`src/rtl/tx_medida_pkg.sv`:
```
// Shared definitions for the BCD-to-ASCII frame serialiser.
// Optional feature macro: TX_CRLF_EN (appends CR, LF after the terminator).
package tx_medida_pkg;

  typedef enum logic [3:0] {
    INICIAL   = 4'h0,
    PREPARA   = 4'h1,
    TRANSMITE = 4'h2,
    ESPERA    = 4'h3,
    PROXIMO   = 4'h4,
    FINAL     = 4'h5,
    ERRO      = 4'hF
  } estado_t;

  localparam logic [6:0] ASCII_ZERO     = 7'h30;
  localparam logic [6:0] ASCII_INVALIDO = 7'h3F;
  localparam logic [6:0] ASCII_CR       = 7'h0D;
  localparam logic [6:0] ASCII_LF       = 7'h0A;

`ifdef TX_CRLF_EN
  localparam int IDX_W = 3;
  localparam logic [IDX_W-1:0] LAST_IDX = 3'd5;
`else
  localparam int IDX_W = 2;
  localparam logic [IDX_W-1:0] LAST_IDX = 2'd3;
`endif

  // Non-decimal nibbles are shown as '?' so a corrupt reading is visible on the terminal
  function automatic logic [6:0] bcd_to_ascii(input logic [3:0] d);
    return (d <= 4'd9) ? (ASCII_ZERO | {3'b000, d}) : ASCII_INVALIDO;
  endfunction

endpackage

```
`src/rtl/tx_medida_watchdog.sv`:
```
// Up-counter guarding the wait for the UART completion pulse.
// Cleared on entry to the wait state, counts while enabled, flags the last allowed cycle.
module tx_medida_watchdog
  #(parameter int LIMITE = 50000,
    localparam int W = $clog2(LIMITE + 1))
  (input  logic clock,
   input  logic reset,
   input  logic clr_i,
   input  logic en_i,
   output logic tc_o);

  logic [W-1:0] cnt_q;

  // tc marks the LIMITE-th enabled cycle, so the owner leaves after exactly LIMITE cycles
  assign tc_o = en_i && (cnt_q == W'(LIMITE - 1));

  // Count enabled cycles; hold at the limit until cleared
  always_ff @(posedge clock) begin
    if (!reset)                cnt_q <= '0;
    else if (clr_i)            cnt_q <= '0;
    else if (en_i && !tc_o)    cnt_q <= cnt_q + W'(1);
  end

endmodule

```
`src/rtl/tx_medida_ascii.sv`:
```
// Serialises a latched 3-digit BCD distance into ASCII characters, one per UART handshake:
// hundreds, tens, units, terminator (plus CR, LF when TX_CRLF_EN is defined).
// A watchdog aborts the frame if the transmitter never reports completion.
module tx_medida_ascii
  import tx_medida_pkg::*;
  #(parameter logic [6:0] TERMINADOR = 7'h23,
    parameter int         TIMEOUT    = 50000)
  (input  logic        clock,
   input  logic        reset,
   input  logic        enviar,
   input  logic [11:0] medida,
   input  logic        tx_pronto,
   output logic        tx_partida,
   output logic [6:0]  tx_dados,
   output logic        ocupado,
   output logic        pronto,
   output logic        erro,
   output logic [3:0]  db_estado);

  estado_t          estado_q;
  logic [11:0]      medida_q;
  logic [IDX_W-1:0] idx_q;
  logic             tx_partida_q, ocupado_q, pronto_q, erro_q;
  logic [6:0]       tx_dados_q;
  logic [6:0]       char_d;
  logic             wd_tc;

  assign tx_partida = tx_partida_q;
  assign tx_dados   = tx_dados_q;
  assign ocupado    = ocupado_q;
  assign pronto     = pronto_q;
  assign erro       = erro_q;
  assign db_estado  = estado_q;

  // Watchdog restarts as we enter ESPERA and only runs while there
  tx_medida_watchdog #(.LIMITE(TIMEOUT)) u_wd (
    .clock (clock),
    .reset (reset),
    .clr_i (estado_q == TRANSMITE),
    .en_i  (estado_q == ESPERA),
    .tc_o  (wd_tc)
  );

  // Character for the current frame position, taken from the latched reading
  always_comb begin
    char_d = ASCII_INVALIDO;
    case (idx_q)
      IDX_W'(0): char_d = bcd_to_ascii(medida_q[11:8]);
      IDX_W'(1): char_d = bcd_to_ascii(medida_q[7:4]);
      IDX_W'(2): char_d = bcd_to_ascii(medida_q[3:0]);
      IDX_W'(3): char_d = TERMINADOR;
`ifdef TX_CRLF_EN
      IDX_W'(4): char_d = ASCII_CR;
      IDX_W'(5): char_d = ASCII_LF;
`endif
      default:   char_d = ASCII_INVALIDO;
    endcase
  end

  // Frame sequencer with registered outputs; partida/pronto default low so they pulse
  always_ff @(posedge clock) begin
    if (!reset) begin
      estado_q     <= INICIAL;
      medida_q     <= '0;
      idx_q        <= '0;
      tx_partida_q <= 1'b0;
      tx_dados_q   <= 7'h00;
      ocupado_q    <= 1'b0;
      pronto_q     <= 1'b0;
      erro_q       <= 1'b0;
    end else begin
      tx_partida_q <= 1'b0;
      pronto_q     <= 1'b0;
      case (estado_q)
        INICIAL, ERRO: begin
          if (enviar) begin
            medida_q  <= medida;
            idx_q     <= '0;
            erro_q    <= 1'b0;
            ocupado_q <= 1'b1;
            estado_q  <= PREPARA;
          end
        end
        PREPARA: begin
          tx_dados_q <= char_d;
          estado_q   <= TRANSMITE;
        end
        TRANSMITE: begin
          tx_partida_q <= 1'b1;
          estado_q     <= ESPERA;
        end
        ESPERA: begin
          // a completion arriving on the limit cycle still counts as success
          if (tx_pronto) begin
            estado_q <= PROXIMO;
          end else if (wd_tc) begin
            erro_q    <= 1'b1;
            ocupado_q <= 1'b0;
            estado_q  <= ERRO;
          end
        end
        PROXIMO: begin
          if (idx_q == LAST_IDX) begin
            pronto_q <= 1'b1;
            estado_q <= FINAL;
          end else begin
            idx_q    <= idx_q + IDX_W'(1);
            estado_q <= PREPARA;
          end
        end
        FINAL: begin
          ocupado_q <= 1'b0;
          estado_q  <= INICIAL;
        end
        default: begin
          ocupado_q <= 1'b0;
          estado_q  <= INICIAL;
        end
      endcase
    end
  end

endmodule
```
`config.mk`:
```
export PLATFORM = sky130hd
export DESIGN_NAME = tx_medida_ascii
export DESIGN_NICKNAME = d
export VERILOG_FILES = /design/src/rtl/tx_medida_pkg.sv /design/src/rtl/tx_medida_watchdog.sv /design/src/rtl/tx_medida_ascii.sv
export SDC_FILE = /design/constraint.sdc
export NUM_CORES = 1
export LEC_CHECK = 0
export BUFFER_PORTS_ARGS = -buffer_cell sky130_fd_sc_hd__buf_2
export CORE_MARGIN = 2
export CORE_UTILIZATION = 60
export CTS_CLUSTER_DIAMETER = 30
export DETAILED_ROUTE_END_ITERATION = 10
export PLACE_DENSITY = 0.83
export SLEW_MARGIN = 5
export SYNTH_ARGS = -nofsm -noshare
export SYNTH_HDL_FRONTEND = slang
export SYNTH_SLANG_ARGS = --single-unit
```
`constraint.sdc`:
```
create_clock -name clock -period 3.44 [get_ports clock]
set_input_delay 0.516 -clock clock [delete_from_list [all_inputs] [get_ports clock]]
set_output_delay 0.516 -clock clock [all_outputs]
set_load 0.05 [all_outputs]
```
==> flow_summary.ini <==
[hold_path]
min_path_type = input pin to flip-flop
holdPathStages = 3
hp-start = medida[9]
holdPathEnd = medida_q[9]

[pwr]
vdd.ir_drop.worst_mv = 0.373
p_leak_nw = 0.981
p_total_mw = 1.33
p_per_area_nw_per_um2 = 542

[place]
place_congestion = 0.853
io_buffer_count = 29
place_hpwl_um = 3140

[logic_synthesis]
synth_mux_area_share_pct = 6.29
synth_area_um2 = 2230
synth-seq-cells = 44
synth_area_leaders = dfxtp_1 40%, mux2i_1 6.3%, nor2_1 4.5%
synth_warnings = 0
ys.flop_type = dfxtp_1
synth_fa_ha_area_share_pct = 3.37
synth_xor_xnor_area_share_pct = 2.36
seq_area_frac_synth_pct = 39.5
ys_top_cells_by_count = 44 x dfxtp_1, 27 x nor2_1, 14 x a21oi_1, 14 x mux2i_1, 13 x o21ai_0
synth_largest_area_cell = dfxtp_1
synth-simple-area-share_pct = 27.9
synth_cell_types = 55
synth_top_area_share_pct = 39.5
synth_top_family_by_area = simple AND/OR/NAND/NOR gates
syn_nets = 271
yosysMostFrequentCell = dfxtp_1
syn_inst = 249
async_flop_share_pct = 0
synth_compound_area_share_pct = 15.7
avgSynthCellArea_um2 = 8.95
synth_edf_count = 0

[finish]
drive_gt1_share_pct = 17.3
nFillCells = 319
nets = 293
fin_util_pct = 68.2
area_growth_pct = 10.3
n_antenna_cell = 0

[sta]
relSlewSlack_pct = 35.7
rsz0062_at_grt = false
fmax_mhz = 458
finalSetupViolCount = 0
max_slew.worst_pin.slew_ns = 0.962
period_minus_slack_ns = 2.18
hold_viol = 0
finalMaxSlewViolations = 0
fin_tns_setup_ns = 0
worst_clock_skew_ns = 0.00845
fin_crit_sh_pct = 63.4

[critical_path]
path_cells = nor4_1 -> o21ai_2 -> inv_1 -> o221a_1
crit_type = flip-flop to flip-flop
worstPathRequired_ns = 3.62
path_buf_inv = 1
critPathCaptureType = flip-flop
cp_max_fo = 17
reg2reg_slack_ns = 1.26
critPathSlowestCell = o21ai_2
r2r-end = ocupado
timing.rr.start = db_estado[1]
crit_family = compound AO/OA/AOI/OAI gates
cpPeakStageDelay_ns = 0.73
rr_worst_depth = 4
crit_arrival_ns = 2.36
startpoint_type = flip-flop

[cts]
cts-resized-gates = 0
clockRootBuffer = clkbuf_8
numCtsBuffers = 5
path_clk_slew_ns = 0.09
cts_buffer_depth = 2
htree_levels = 2
insertion_delay_ns = 0.30
cts_tree = done
cts_setup_buffers = 0
holdBufCountCts = 0
clkSinkCount = 44

[floorplanning]
start_util_pct = 61.8
die-area_um2 = 4220
num_rows = 22
fp.dieW_um = 65.0
die-height_um = 65.0
coreArea_um2 = 3610
io_pins = 31

[global_route]
grt_pass1_wl_um = 7580
globalRouteOverflowTotal = 0
antenna_found_initial = 0
grt_pass1_vias = 1706
track_usage_pct = 23.0
grt_max_degree = 22

[detailed_routing]
num_vias = 1850
wire_per_inst_um = 14.0
wl_um = 4470
first_pass_iters = 5
drtAntennaViolNets = 0
vias_per_cell = 5.78
drcViolationCount = 0
drtIter0Drc = 130

[status]
status = completed

[job]
max_cap_violations = 0
## registers in the layout, indices dropped and copies added (netlist names)
name / cells
u_wd.cnt_q: 16
tx_partida: 1
db_estado: 4
ocupado: 1
erro: 1
pronto: 1
idx_q: 2
tx_dados: 6
medida_q: 12
## per-stage QoR
stage / instance area, um^2 / std cells / hold slack, ns / worst slack [ns]
detailed placement: 2370 / 312 / 0.454 / 1.36
global route: 2460 / 320 / 0.447 / 1.10
finish: 2460 / 320 / 0.449 / 1.26
CTS: 2460 / 320 / 0.445 / 1.29
global placement: 2370 / 312 / 0.455 / 1.43
floorplan: 2230 / 249 / 0.453 / 1.54
## worst max path at each step
stage / start / endpoint / slack, ns / depth (start not counted)
final: db_estado[1] / ocupado / 1.26 / 4
after global routing: db_estado[1] / ocupado / 1.10 / 4
after CTS: db_estado[1] / ocupado / 1.29 / 4
after detailed placement: db_estado[1] / ocupado / 1.36 / 4
after global placement: db_estado[1] / ocupado / 1.43 / 4
after floorplan: db_estado[1] / u_wd.cnt_q[14] / 1.54 / 5
## routing by layer
| layer | track usage, % | vias to the layer above | routed length (um) |
|---|---|---|---|
| met4 | 10.1 | 0 | 90 |
| met5 | 0 | - | 0 |
| li1 | - | 952 | - |
| met2 | 39.8 | 39 | 2250 |
| met1 | 27.5 | 851 | 1990 |
| met3 | 4.34 | 8 | 135 |
## tightest hold or removal path: stages
cell	delay (ns)
buf_2	0.08
mux2i_1	0.05
nor2_1	0.07
## layout make-up
cell class	instances	area (um^2)	area share [%]
inverter	6	22.5	0.916
tap	48	60.1	2.44
multi-input combinational	184	1250	50.8
sequential	44	881	35.8
clock buffer	6	82.6	3.36
clock inverter	2	10.0	0.407
timing repair buffer	30	153	6.21
## cell usage in the layout (no fill, tap or decap), types with 3 or more instances in the layout
cell / netlist / routed
a21oi_1: 14 / 14
buf_2: 6 / 29
nor4_1: 5 / 5
or3_1: 9 / 9
nand2b_1: 3 / 3
dfxtp_1: 44 / 44
mux2i_1: 14 / 14
inv_1: 6 / 6
a21o_1: 3 / 3
nor3_1: 4 / 4
o21ai_0: 13 / 13
nand4_1: 5 / 5
nand2_1: 12 / 12
nor2_1: 27 / 27
nor4b_1: 6 / 5
clkbuf_8: 0 / 6
ha_1: 6 / 6
nor2b_1: 3 / 3
xnor2_1: 6 / 6
and4_1: 3 / 3
nand3b_1: 3 / 3
nand3_1: 9 / 9
o21a_1: 3 / 3
## report_power, final
part	leakage, nW	switching, mW	internal, mW
registers	0.358	0.0680	0.558
logic	0.572	0.244	0.129
clock network	0.0510	0.172	0.160
total	0.981	0.484	0.847
## cells by family after synthesis
| family | count (synthesis) |
|---|---|
| and+or+nand+nor | 104 |
| AOI/OAI and AO/OA | 53 |
| DFF | 44 |
| buffers and inverters | 21 |
| muxes | 14 |
| adders and majority gates | 6 |
| xor gates and xnor gates | 6 |
| other | 1 |
Power figures use the tool's default switching activity.
